## config.mk

```make
export PLATFORM = sky130hd
export DESIGN_NAME = compression_engine_tdm
export DESIGN_NICKNAME = d
export VERILOG_FILES = /design/src/rtl/compression_engine_tdm.sv
export SDC_FILE = /design/constraint.sdc
export NUM_CORES = 1
export LEC_CHECK = 0
export BUFFER_PORTS_ARGS = -buffer_cell sky130_fd_sc_hd__buf_2
export CORE_UTILIZATION = 45
export DETAILED_ROUTE_END_ITERATION = 8
export PLACE_DENSITY = 0.72
export RECOVER_POWER = 25
export SYNTH_ARGS = -nofsm -noshare
export SYNTH_HDL_FRONTEND = slang
export SYNTH_SLANG_ARGS = --single-unit
```

## constraint.sdc

```tcl
create_clock -name clk_i -period 12.58 [get_ports clk_i]
set_input_delay 1.887 -clock clk_i [delete_from_list [all_inputs] [get_ports clk_i]]
set_output_delay 1.887 -clock clk_i [all_outputs]
set_load 0.005 [all_outputs]
```

## src/rtl/compression_engine_tdm.sv

```systemverilog
// TDM ultrasound compression front end: fs/4 IQ mixer, boxcar decimator, optional requantizer, output FIFO.
// Optional macro COMPRESSION_DROP_CNT_EN adds a saturating drop_count_o[15:0] port.
module compression_engine_tdm #(
    parameter int  Data_width        = 10,
    parameter int  Num_channels      = 4,
    parameter int  Decimation_factor = 2,
    parameter int  Requantized_bits  = 6,
    parameter int  Fifo_depth        = 8,
    localparam int Ch_w              = $clog2(Num_channels)
) (
    input  logic                         clk_i,
    input  logic                         reset_ni,
    input  logic [1:0]                   mode_i,
    input  logic signed [Data_width-1:0] data_i,
    input  logic                         data_valid_i,
    input  logic                         channel_start_i,
    output logic signed [Data_width-1:0] I_data_o,
    output logic signed [Data_width-1:0] Q_data_o,
    output logic [Ch_w-1:0]              channel_o,
    output logic                         data_valid_o,
    input  logic                         data_ready_i,
    output logic                         overflow_o
`ifdef COMPRESSION_DROP_CNT_EN
    ,
    output logic [15:0]                  drop_count_o
`endif
);

    localparam int Dec_log   = $clog2(Decimation_factor);
    localparam int Acc_w     = Data_width + Dec_log;
    localparam int Ptr_w     = $clog2(Fifo_depth);
    localparam int Req_shift = Data_width - Requantized_bits;

    typedef logic signed [Data_width-1:0] sample_t;
    typedef logic signed [Acc_w-1:0]      acc_t;
    typedef logic signed [Data_width:0]   wide_t;
    typedef logic [Dec_log-1:0]           dec_cnt_t;

    typedef enum logic [1:0] {
        MODE_BYPASS     = 2'd0,
        MODE_DECIM      = 2'd1,
        MODE_REQUANT    = 2'd2,
        MODE_BYPASS_ALT = 2'd3
    } mode_e;

    typedef struct packed {
        sample_t         i;
        sample_t         q;
        logic [Ch_w-1:0] ch;
    } entry_t;

    localparam sample_t Sample_min = {1'b1, {(Data_width-1){1'b0}}};
    localparam sample_t Sample_max = {1'b0, {(Data_width-1){1'b1}}};
    localparam wide_t   Round_half = wide_t'(1) <<< (Req_shift - 1);
    localparam wide_t   Req_max    = wide_t'((2 ** (Requantized_bits - 1)) - 1);
    localparam wide_t   Req_min    = wide_t'(-(2 ** (Requantized_bits - 1)));

    function automatic sample_t sat_neg(sample_t v);
        if (v == Sample_min) return Sample_max;
        return -v;
    endfunction

    // Round half-up by adding half an output LSB, then arithmetic shift and clamp.
    function automatic sample_t requant(sample_t v);
        wide_t rounded;
        wide_t shifted;
        rounded = wide_t'(v) + Round_half;
        shifted = rounded >>> Req_shift;
        if (shifted > Req_max) shifted = Req_max;
        if (shifted < Req_min) shifted = Req_min;
        return sample_t'(shifted);
    endfunction

    // ---------------- Input / mixer stage ----------------
    logic [Ch_w-1:0] ch_cnt;
    mode_e           mode_q;
    logic [1:0]      phase [Num_channels];

    logic            start_s;
    logic            mode_change;
    logic            use_iq;
    mode_e           eff_mode;
    logic [Ch_w-1:0] in_ch;
    logic [1:0]      in_phase;
    sample_t         neg_x;
    sample_t         mix_i;
    sample_t         mix_q;

    logic            s1_valid;
    logic            s1_clear;
    logic            s1_iq;
    logic            s1_requant;
    logic [Ch_w-1:0] s1_ch;
    sample_t         s1_i;
    sample_t         s1_q;

    // NOTE: every always_comb output gets a default first so no path can infer a latch.
    always_comb begin
        start_s     = data_valid_i && channel_start_i;
        eff_mode    = start_s ? mode_e'(mode_i) : mode_q;
        mode_change = start_s && (mode_e'(mode_i) != mode_q);
        use_iq      = (eff_mode == MODE_DECIM) || (eff_mode == MODE_REQUANT);
        in_ch       = channel_start_i ? '0 : ch_cnt;
        in_phase    = mode_change ? 2'd0 : phase[in_ch];
        neg_x       = sat_neg(data_i);
        mix_i       = data_i;
        mix_q       = '0;
        if (use_iq) begin
            case (in_phase)
                2'd1:    begin mix_i = '0;    mix_q = neg_x;  end
                2'd2:    begin mix_i = neg_x; mix_q = '0;     end
                2'd3:    begin mix_i = '0;    mix_q = data_i; end
                default: begin mix_i = data_i; mix_q = '0;    end
            endcase
        end
    end

    // NOTE: sequential state uses non-blocking assignments so every register samples pre-edge values.
    always_ff @(posedge clk_i or negedge reset_ni) begin
        if (!reset_ni) begin
            ch_cnt     <= '0;
            mode_q     <= MODE_BYPASS;
            s1_valid   <= 1'b0;
            s1_clear   <= 1'b0;
            s1_iq      <= 1'b0;
            s1_requant <= 1'b0;
            s1_ch      <= '0;
            s1_i       <= '0;
            s1_q       <= '0;
            for (int c = 0; c < Num_channels; c++) phase[c] <= 2'd0;
        end else begin
            s1_valid <= data_valid_i;
            s1_clear <= mode_change;
            if (data_valid_i) begin
                if (channel_start_i)                         ch_cnt <= Ch_w'(1);
                else if (ch_cnt == Ch_w'(Num_channels - 1)) ch_cnt <= '0;
                else                                         ch_cnt <= ch_cnt + Ch_w'(1);
                s1_ch      <= in_ch;
                s1_i       <= mix_i;
                s1_q       <= mix_q;
                s1_iq      <= use_iq;
                s1_requant <= (eff_mode == MODE_REQUANT);
                if (mode_change)
                    for (int c = 0; c < Num_channels; c++) phase[c] <= 2'd0;
                if (use_iq) phase[in_ch] <= in_phase + 2'd1;
            end
            if (start_s) mode_q <= mode_e'(mode_i);
        end
    end

    // ---------------- Accumulate / decimate stage ----------------
    acc_t     acc_i   [Num_channels];
    acc_t     acc_q   [Num_channels];
    dec_cnt_t dec_cnt [Num_channels];

    acc_t     base_i;
    acc_t     base_q;
    dec_cnt_t base_cnt;
    acc_t     sum_i;
    acc_t     sum_q;
    sample_t  avg_i;
    sample_t  avg_q;
    sample_t  res_i;
    sample_t  res_q;
    logic     dec_done;

    logic     push_valid;
    entry_t   push_entry;

    // A mode change flushes history before the flagged sample is folded in.
    always_comb begin
        base_i   = s1_clear ? '0 : acc_i[s1_ch];
        base_q   = s1_clear ? '0 : acc_q[s1_ch];
        base_cnt = s1_clear ? '0 : dec_cnt[s1_ch];
        sum_i    = base_i + acc_t'(s1_i);
        sum_q    = base_q + acc_t'(s1_q);
        avg_i    = sample_t'(sum_i >>> Dec_log);
        avg_q    = sample_t'(sum_q >>> Dec_log);
        res_i    = s1_requant ? requant(avg_i) : avg_i;
        res_q    = s1_requant ? requant(avg_q) : avg_q;
        dec_done = (base_cnt == dec_cnt_t'(Decimation_factor - 1));
    end

    always_ff @(posedge clk_i or negedge reset_ni) begin
        if (!reset_ni) begin
            push_valid <= 1'b0;
            push_entry <= '0;
            for (int c = 0; c < Num_channels; c++) begin
                acc_i[c]   <= '0;
                acc_q[c]   <= '0;
                dec_cnt[c] <= '0;
            end
        end else begin
            push_valid <= 1'b0;
            if (s1_valid) begin
                if (s1_clear) begin
                    for (int c = 0; c < Num_channels; c++) begin
                        acc_i[c]   <= '0;
                        acc_q[c]   <= '0;
                        dec_cnt[c] <= '0;
                    end
                end
                if (!s1_iq) begin
                    push_valid <= 1'b1;
                    push_entry <= '{i: s1_i, q: s1_q, ch: s1_ch};
                end else if (dec_done) begin
                    push_valid     <= 1'b1;
                    push_entry     <= '{i: res_i, q: res_q, ch: s1_ch};
                    acc_i[s1_ch]   <= '0;
                    acc_q[s1_ch]   <= '0;
                    dec_cnt[s1_ch] <= '0;
                end else begin
                    acc_i[s1_ch]   <= sum_i;
                    acc_q[s1_ch]   <= sum_q;
                    dec_cnt[s1_ch] <= base_cnt + dec_cnt_t'(1);
                end
            end
        end
    end

    // ---------------- Output FIFO with registered head ----------------
    entry_t         mem [Fifo_depth];
    logic [Ptr_w-1:0] rd_ptr;
    logic [Ptr_w-1:0] wr_ptr;
    logic [Ptr_w:0]   count;
    entry_t           head_q;

    logic             pop;
    logic             full;
    logic             wr_en;
    logic             drop;
    logic [Ptr_w:0]   count_next;
    logic [Ptr_w-1:0] rd_ptr_next;
    entry_t           head_next;

    always_comb begin
        pop         = data_valid_o && data_ready_i;
        full        = (count == (Ptr_w+1)'(Fifo_depth));
        wr_en       = push_valid && (!full || pop);
        drop        = push_valid && full && !pop;
        count_next  = count + (Ptr_w+1)'(wr_en) - (Ptr_w+1)'(pop);
        rd_ptr_next = rd_ptr + Ptr_w'(pop);
        head_next   = '0;
        // When the stored contents run out, the incoming push becomes the head directly.
        if (count_next != '0)
            head_next = (count == (Ptr_w+1)'(pop)) ? push_entry : mem[rd_ptr_next];
    end

    // NOTE: the storage array has no reset; pointers and count define validity, so stale words are never visible.
    always_ff @(posedge clk_i) begin
        if (wr_en) mem[wr_ptr] <= push_entry;
    end

    always_ff @(posedge clk_i or negedge reset_ni) begin
        if (!reset_ni) begin
            rd_ptr       <= '0;
            wr_ptr       <= '0;
            count        <= '0;
            head_q       <= '0;
            data_valid_o <= 1'b0;
            overflow_o   <= 1'b0;
        end else begin
            rd_ptr       <= rd_ptr_next;
            if (wr_en) wr_ptr <= wr_ptr + Ptr_w'(1);
            count        <= count_next;
            head_q       <= head_next;
            data_valid_o <= (count_next != '0);
            if (drop) overflow_o <= 1'b1;
        end
    end

    assign I_data_o  = head_q.i;
    assign Q_data_o  = head_q.q;
    assign channel_o = head_q.ch;

`ifdef COMPRESSION_DROP_CNT_EN
    always_ff @(posedge clk_i or negedge reset_ni) begin
        if (!reset_ni)                            drop_count_o <= 16'd0;
        else if (drop && drop_count_o != 16'hFFFF) drop_count_o <= drop_count_o + 16'd1;
    end
`endif

endmodule

```

==> results.txt <==
Diode count: 0
Sequential cell area: 0.00997 sq mm
Top FF cell, synth: dfrtp_1
Final core utilization: 50.9%
Routed Antenna Nets: 0
Vias in the first global route: 10,800
Htree depth: 2
Syn Nets: 1,328
IO buf count: 40
Total placed instance area: 0.0175 sq mm
Worst clock skew: 0.0107 ns
First-pass detailed-route iteration total: 6
Final wirelength: 39.0 mm
Total congestion overflow: 0
PD cells: 236 mW/mm^2
Drt initial violations: 984
Clk Latency, worst-skew pair: 0.53 ns
Max-cap violations: 1
Layout cell share with drive strength beyond 1: 16.7%
Leakage power: 7.38 nW
Cell taking the most area after synthesis: edfxtp_1
Row cnt: 70
Drt via density: 6.09
Synthesized netlist cell count: 1,270
Worst Path Buf+Inv: 2
WL per Instance: 21.9 um
Worst Path Max Fanout: 74
Clk buf depth: 3
Max incr delay on CP: 2.98 ns
Largest cells by area after synthesis: edfxtp_1 (31%), dfrtp_1 (28%), mux4_2 (8.7%)
Period utilization: 42.8%
RSZ-0062 raised after global routing: false
Period minus WS final: 5.39 ns
Post-CTS Setup Inserts: 0
Register-to-Register Path Depth: 14
Pwr Total: 4.43 mW
Initial core utilization: 46.0%
Chip height: 196 um
Full die area: 0.0384 sq mm
Status: finished with violations
Drt drc: 0
Max-slew headroom: -189%
Fill count: 3,053
Hold/Removal Path Class: flop to flop
Synth top area share: 31.2%
Crit Reg-Reg Startpoint: s1_ch[0]
Netlist cell types: 81
Worst Tran Pin Value: 4.34 ns
Root cell of the clock tree: clkbuf_16
Slew Limit Fails: 75
Worst EP required: 13.15 ns
Hold-fix buffers, CTS: 0
Area grow syn2layout: 10.8%
CP Capture Type: async pin
Mapped cell area: 0.0169 sq mm
Clk pin slew, worst setup/hold paths: 0.06 ns
Ys Warns: 0
Critical Path Slowest Stage Cell: clkbuf_1
Post-CTS Resized: 0
Endpoints failing hold: 0
Syn_area_per_cell: 13.3 sq um
CP startpoint kind: primary input
R2r setup slk: 8.24 ns
Initial antenna violation count: 0
Via Count: 10,900
CTS Sinks: 363
Synthesized flop and latch total: 363
Failing checks: max-capacitance violations, max-slew violations
First-pass GRT wire length: 62.1 mm
RD Place Congestion: 0.869
Multi-input logic area: 0.00643 sq mm
CP arrival: 5.96 ns
CP cell instances: clkbuf_1 > buf_4
Hold path depth: 1
Commonest cells post-synth: dfrtp_1 (187), edfxtp_1 (176), nor2_1 (77), a22o_1 (72), o21ai_0 (68)
Die X: 196 um
Placed Cells: 1,713
GRT Util Overall: 20.7%
Hold_ws: 0.474 ns
Largest net degree at the start of global routing: 75
Final non-filler cell total: 1,782
CTS Buf Count: 38
Setup ws final: 7.19 ns
WHS Endpoint: overflow_o
Hold Path Origin: overflow_o
Post-layout nets: 1,343
Most numerous cell in the Yosys netlist: dfrtp_1
Sequential cell area fraction in the yosys report: 58.9%
CTS tree: built
I/O pin cnt: 41
Setup violators final: 0
Post-layout instance area: 0.0187 sq mm
Asr flop ratio synth: 51.5%
WS Path Type: primary input to async pin
DP HPWL: 24.1 mm
Max Clock Freq: 0.186 GHz
Worst r2r dst: push_entry[4]
Worst VDD drop: 0.0000927 V
TNS Setup: 0 ns
Cell family with the largest share of critical-path delay: buffers and inverters
Post-synth EDFFs: 176
Pre-CTS setup slack: 7.48 ns
Core ar.: 0.0368 sq mm
## power breakdown
part | internal [mW] | switching (mW) | leakage, nW
Clock | 0.660 | 0.461 | 0.596
Combinational | 0.663 | 0.837 | 2.76
Sequential | 1.59 | 0.215 | 4.02
## how the worst max path moves through the flow
stage | end | depth (start not counted) | start
6_report | acc_q[1] | 2 | reset_ni
5_1_grt | acc_q[4] | 2 | reset_ni
4_1_cts | s1_i[8] | 11 | data_valid_i
3_5_place_dp | s1_i[8] | 11 | data_valid_i
3_3_place_gp | s1_i[8] | 11 | data_valid_i
2_1_floorplan | Q_data_o[0] | 13 | data_ready_i
## layer usage
metal | track usage (%) | wire length, um | part of all wire, % | vias to the layer above
met2 | 33.7 | 18600 | 48 | 400
li1 | - | - | - | 4875
met3 | 3.06 | 2250 | 5.8 | 83
met1 | 28.0 | 16600 | 43 | 5501
met5 | 0 | 0 | 0 | -
met4 | 8.28 | 1470 | 3.8 | 0
## cell usage in the layout, fill, tap and decap left out, types with 7 or more instances in the layout
cell       netlist  layout
a211oi_1        27      27
a21o_1          12      12
a21oi_1         42      42
a22o_1          72      72
a22oi_1          9       9
and2_1          24      24
and3_1          10      10
buf_2           18      39
buf_4            3      15
clkbuf_1        42      14
clkbuf_16        0      39
dfrtp_1        187     186
edfxtp_1       176     176
ha_1            38      36
inv_1           54      54
mux2i_1         30      30
mux4_2          65      65
nand2_1         67      67
nand2b_1         8       8
nand3_1         21      20
nor2_1          77      71
nor3_1          16      14
o211ai_1        19      19
o21ai_0         68      68
o22ai_1         12      12
or2_2            7       7
or3_1            8       8
xnor2_1         15      15
## registers in the layout (all words and copies together), names as in the netlist, 4 cells and up
name        cells
I_data_o       10
Q_data_o       10
acc_i          44
acc_q          44
count           4
dec_cnt         4
mem           176
phase           8
push_entry     22
s1_i           10
s1_q           10
## cell families (layout without fill, tap and decap cells)
group | count (synthesis) | in the layout | share of synthesized area [%]
flops | 363 | 363 | 58.9
compound gates | 333 | 333 | 14.2
simple gates | 278 | 278 | 8.27
buf+inv | 134 | 178 | 3.62
mux | 100 | 100 | 10.8
fa+ha+maj | 41 | 41 | 3.17
xor+xnor | 21 | 21 | 1.09
## cell type report
| cell class | instances | share of cell area [%] |
|---|---|---|
| inverter | 54 | 1.08 |
| sequential | 363 | 53.2 |
| tap | 468 | 3.12 |
| multi-input combinational | 773 | 34.3 |
| timing repair buffer | 55 | 1.66 |
| clock buffer | 56 | 5.76 |
| clock inverter | 13 | 0.848 |
(Power assumes the default switching activity.)
